## config.mk

```make
export PLATFORM = sky130hd
export DESIGN_NAME = muldiv_unit
export DESIGN_NICKNAME = d
export VERILOG_FILES = /design/src/rtl/muldiv_unit.sv
export SDC_FILE = /design/constraint.sdc
export NUM_CORES = 1
export LEC_CHECK = 0
export CORE_MARGIN = 4
export CORE_UTILIZATION = 61
export DETAILED_ROUTE_END_ITERATION = 12
export PLACE_DENSITY = 0.84
export RECOVER_POWER = 50
export REMOVE_ABC_BUFFERS = 1
export SLEW_MARGIN = 10
export SYNTH_ARGS = -nofsm -noshare
export SYNTH_HDL_FRONTEND = slang
export SYNTH_SLANG_ARGS = --single-unit
```

## constraint.sdc

```tcl
create_clock -name Clk -period 3.9 [get_ports Clk]
set_input_delay 0.585 -clock Clk [delete_from_list [all_inputs] [get_ports Clk]]
set_output_delay 0.585 -clock Clk [all_outputs]
set_load 0.01 [all_outputs]
```

## src/rtl/muldiv_unit.sv

```systemverilog
// Iterative MULT/MULTU/DIV/DIVU unit that owns the HI/LO registers, with MTHI/MTLO writes.
// Build option MULDIV_EARLY_TERM_EN: multiplies leave CALC once the remaining multiplier bits are zero.
//
// state | meaning
// IDLE  | waiting for Start; MTHI/MTLO accepted here
// CALC  | one shift-add / shift-subtract group per cycle
// FIX   | apply result sign, write Hi/Lo
// DONE  | Done pulse; a new Start is accepted as in IDLE
module muldiv_unit #(
   parameter int DATA_W        = 32,
   parameter int STEPS_PER_CLK = 1
) (
   input  logic              Clk,
   input  logic              Rst,
   input  logic              Start,
   input  logic [2:0]        Op,
   input  logic [DATA_W-1:0] A,
   input  logic [DATA_W-1:0] B,
   input  logic              Flush,
   output logic              Busy,
   output logic              Done,
   output logic              DivByZero,
   output logic [DATA_W-1:0] Hi,
   output logic [DATA_W-1:0] Lo
);

   localparam int N     = DATA_W / STEPS_PER_CLK;
   localparam int CNT_W = $clog2(N + 1);

   typedef enum logic [1:0] {S_IDLE, S_CALC, S_FIX, S_DONE} state_t;

   state_t                state, state_n;
   logic [CNT_W-1:0]      cnt;
   logic [2*DATA_W-1:0]   acc, acc_n;
   logic [2*DATA_W-1:0]   opd, opd_n;
   logic [DATA_W-1:0]     sreg, sreg_n;
   logic                  is_div, neg_q, neg_r, dz_q;
   logic                  op_mul, op_div, op_signed, dz, accept, last, early;
   logic                  a_neg, b_neg;
   logic [DATA_W-1:0]     a_mag, b_mag;
   logic [DATA_W:0]       shifted;
   logic [2*DATA_W-1:0]   prod_fix;
   logic [DATA_W-1:0]     quot_fix, rem_fix;

   assign op_mul    = (Op == 3'b000) || (Op == 3'b001);
   assign op_div    = (Op == 3'b010) || (Op == 3'b011);
   assign op_signed = ~Op[0];
   assign dz        = op_div && (B == '0);
   assign accept    = Start && !Flush && ((state == S_IDLE) || (state == S_DONE));

   assign a_neg = op_signed & A[DATA_W-1];
   assign b_neg = op_signed & B[DATA_W-1];
   assign a_mag = a_neg ? -A : A;
   assign b_mag = b_neg ? -B : B;

   // Multiply accumulates a left-shifting multiplicand; divide keeps the
   // partial remainder in acc and shifts the dividend/quotient through sreg.
   always_comb begin
      acc_n   = acc;
      opd_n   = opd;
      sreg_n  = sreg;
      shifted = '0;
      for (int i = 0; i < STEPS_PER_CLK; i++) begin
         if (is_div) begin
            shifted = {acc_n[DATA_W-1:0], sreg_n[DATA_W-1]};
            sreg_n  = {sreg_n[DATA_W-2:0], 1'b0};
            if (shifted >= {1'b0, opd_n[DATA_W-1:0]}) begin
               shifted   = shifted - {1'b0, opd_n[DATA_W-1:0]};
               sreg_n[0] = 1'b1;
            end
            acc_n = {{(DATA_W-1){1'b0}}, shifted};
         end else begin
            if (sreg_n[0])
               acc_n = acc_n + opd_n;
            opd_n  = opd_n << 1;
            sreg_n = sreg_n >> 1;
         end
      end
   end

`ifdef MULDIV_EARLY_TERM_EN
   assign early = !is_div && (sreg_n == '0);
`else
   assign early = 1'b0;
`endif

   assign last = (cnt == CNT_W'(1)) || early;

   always_comb begin
      state_n = state;
      case (state)
         S_IDLE, S_DONE: begin
            state_n = S_IDLE;
            if (accept && (op_mul || op_div))
               state_n = dz ? S_DONE : S_CALC;
         end
         S_CALC:  if (last) state_n = S_FIX;
         S_FIX:   state_n = S_DONE;
         default: state_n = S_IDLE;
      endcase
      if (Flush)
         state_n = S_IDLE;
   end

   assign prod_fix = neg_q ? -acc : acc;
   assign quot_fix = neg_q ? -sreg : sreg;
   assign rem_fix  = neg_r ? -acc[DATA_W-1:0] : acc[DATA_W-1:0];

   always_ff @(posedge Clk) begin
      if (!Rst) begin
         state  <= S_IDLE;
         cnt    <= '0;
         acc    <= '0;
         opd    <= '0;
         sreg   <= '0;
         is_div <= 1'b0;
         neg_q  <= 1'b0;
         neg_r  <= 1'b0;
         dz_q   <= 1'b0;
         Hi     <= '0;
         Lo     <= '0;
      end else begin
         state <= state_n;
         dz_q  <= accept && dz;
         if (accept && (op_mul || (op_div && !dz))) begin
            acc    <= '0;
            opd    <= op_div ? {{DATA_W{1'b0}}, b_mag} : {{DATA_W{1'b0}}, a_mag};
            sreg   <= op_div ? a_mag : b_mag;
            is_div <= op_div;
            neg_q  <= a_neg ^ b_neg;
            neg_r  <= a_neg;
            cnt    <= CNT_W'(N);
         end else if (state == S_CALC) begin
            acc  <= acc_n;
            opd  <= opd_n;
            sreg <= sreg_n;
            cnt  <= cnt - 1'b1;
         end
         if (state == S_FIX && !Flush) begin
            Hi <= is_div ? rem_fix : prod_fix[2*DATA_W-1:DATA_W];
            Lo <= is_div ? quot_fix : prod_fix[DATA_W-1:0];
         end
         if (accept && Op == 3'b100) Hi <= A;
         if (accept && Op == 3'b101) Lo <= A;
      end
   end

   assign Busy      = (state == S_CALC) || (state == S_FIX);
   assign Done      = (state == S_DONE);
   assign DivByZero = dz_q;

endmodule

```

==> results.cfg <==
[clocking]
clock-sinks = 236
cts_tree = built
h-tree-depth = 1
clkTransAtPathRegs_ns = 0.07
clock_latency_ns = 0.60
clockRootBuffer = clkbuf_16
cts_buffer_depth = 3
numCtsBuffers = 29
cts_setup_buffers = 0

[route]
wire_per_inst_um = 24.2
drt_pre_antenna_iters = 7
wirelength_um = 83400
ant_nets = 0
avgViaCountPerCell = 6.89
drt_iter0_markers = 3610
num_vias = 23678
drc = 0

[synth]
yosysSeqAreaShare_pct = 23.0
yosys-top-cells-area = dfxtp_1 23%, a21oi_1 7.1%, nand2_1 6.8%, ha_1 6.3%, xnor2_1 5.8%
postSynth.asyncResetShare_pct = 0
yosysUniqueCellTypes = 83
yosys_register_bits = 236
synth.avg_cell_area_um2 = 7.17
synth_area_um2 = 20500
synth.most_common_cell = nand2_1
syn_inst = 2862
yosysTopAreaCellShare_pct = 23.0
synth_edf_count = 0
ys_warn_count = 0
synth_common_cells = 371 x nand2_1, 291 x a21oi_1, 251 x nor2_1, 236 x dfxtp_1, 214 x o21ai_0
synth_area_leader_cell = dfxtp_1
synthFlopType = dfxtp_1

[worst_setup_path]
worstPathMaxFanout = 5
start_kind = flop
cp-end-kind = flop
required_ns = 4.35
crit_family = simple AND/OR/NAND/NOR gates
crit_type = flop to flop
path_cells = or4_1 > or3_1 > or3_4 > nor2_8 > nand3_1 > or4_4 > o41ai_4 > xnor2_2 > o211ai_1 > a21oi_1
cp_slowest_cell = or4_1
slowest_delay_ns = 0.62
cp.buffers_inverters = 0
crit_arrival_ns = 4.27

[layout]
drive_gt1_share_pct = 8.78
nets = 3150
n_fill_cell = 2719
syn_to_final_growth_pct = 16.8

[sta]
worst_pin_slew_ns = 1.23
slew_viol_final = 0
period_needed_ns = 3.82
timing.fmax_mhz = 262
fin_crit_sh_pct = 97.8
worst_slack_ns = 0.0839
fin_skew_ns = 0.0261
max_slew_margin_pct = 17.7
setup_viol = 0
hold_ws_ns = 0.470
hold_viol_final = 0

[min_path]
min_path_type = flop to flop

[outcome]
status = completed

[power]
ir_worst_vdd_uv = 336
p_per_area_nw_per_um2 = 295
p_leak_nw = 9.67

[global_route]
overflow = 0
grt.total_usage_pct = 43.8
grt_pass1_wl_um = 127000
grt_pass1_vias = 21866
antenna_found_initial = 3
grt_start_max_net_pins = 103

[run]
drv_cap = 0

[die]
num_rows = 66
die_area_um2 = 36600
start_util_pct = 62.5
die_w_um = 191
core_area_um2 = 32900
num_io_pins = 138
die_y_um = 191

[placed_design]
hpwl_um = 63300
port_buffers = 137
dp_slack_ns = -0.00415
gp_congestion = 1.08
## cell families (layout without fill, tap and decap cells)
logic type,count (synthesis),in the layout,synth area share (%)
compound gates,982,982,30.6
simple gates,955,955,21.5
buf+inv,295,429,5.54
xor+xnor,241,241,10.3
flops,236,236,23.0
fa+ha+maj,106,106,6.53
mux,47,47,2.44
other cells,0,1,0
## per-layer routing
layer / routed length [um] / up-vias / GRT usage (%)
met4: 4030 / 4 / 18.1
met5: 32 / - / 0
li1: - / 10606 / -
met1: 31700 / 11081 / 58.4
met3: 12600 / 309 / 12.7
met2: 35000 / 1678 / 66.5
## path summary, 6_finish.rpt
| kind | from | end | slack, ns | cells past startpoint |
|---|---|---|---|---|
| max | acc[24] | Hi[15] | 0.08 | 10 |
| min | opd[43] | opd[44] | 0.47 | 2 |
| max reg2reg | acc[24] | Hi[15] | 0.08 | 10 |
| min reg2reg | opd[43] | opd[44] | 0.47 | 2 |
## cell type report
class | count | area [um^2] | share of cell area, %
multi-input cells | 2331 | 14800 | 61.7
clock buffers | 40 | 827 | 3.45
clock inverters | 14 | 189 | 0.788
diodes | 1 | 2.50 | 0.0104
flip-flops and latches | 236 | 4730 | 19.7
repair buffers | 295 | 2570 | 10.7
well taps | 442 | 553 | 2.31
inverters | 80 | 302 | 1.26
## metrics by stage
stage / setup TNS (ns) / utilization (%) / std cells / area, um^2 / total power, W
after CTS: 0 / 72.8 / 3438 / 23900 / 0.00698
after global routing: -0.00118 / 73.0 / 3439 / 24000 / 0.00725
after global placement: 0 / 69.7 / 3384 / 22900 / 0.00406
final: 0 / 73.0 / 3439 / 24000 / 0.00707
after floorplan: -635.46 / - / 2647 / 19700 / 0.00346
after detailed placement: -0.00415 / 69.7 / 3384 / 22900 / 0.00408
## worst register-to-register path: stages, from the launching register on
cell and delay, ns:
dfxtp_1 0.37, or4_1 0.62, or3_1 0.39, or3_4 0.46
nor2_8 0.18, nand3_1 0.18, or4_4 0.54, o41ai_4 0.28
xnor2_2 0.14, o211ai_1 0.38, a21oi_1 0.13
## state kept, by name (all words and copies together), names as in the netlist
signal	count
DivByZero	1
Hi	32
Lo	32
acc	64
cnt	6
is_div	1
neg_q	1
neg_r	1
opd	64
sreg	32
state	2
## report_power, final
part,total [W],leakage [nW],switching [W],internal (W)
combinational,0.00152,7.25,0.000929,0.000590
sequential,0.00259,1.91,0.000119,0.00247
clock,0.00296,0.509,0.00121,0.00175
## layout by cell type, fill, tap and decap left out, types with 27 or more instances in the layout
cell type	instances
nand2_1	371
a21oi_1	290
nor2_1	249
dfxtp_1	231
o21ai_0	213
buf_4	148
xnor2_1	134
o211ai_1	107
xor2_1	106
ha_1	99
inv_1	78
a21o_1	74
clkdlybuf4s50_1	68
dlygate4sd3_1	68
a211oi_1	61
nor3_1	60
nand2b_1	40
mux2i_1	40
nand3_1	36
or3_1	34
clkbuf_16	29
a311oi_1	27
a31oi_1	27
## what timing repair did
action                                  4_1_cts  5_1_grt
resized for setup                             0       19
hold buffers                                  0        0
endpoints found under the setup margin        0       32
Note: power is estimated with default switching activity, not from simulation.
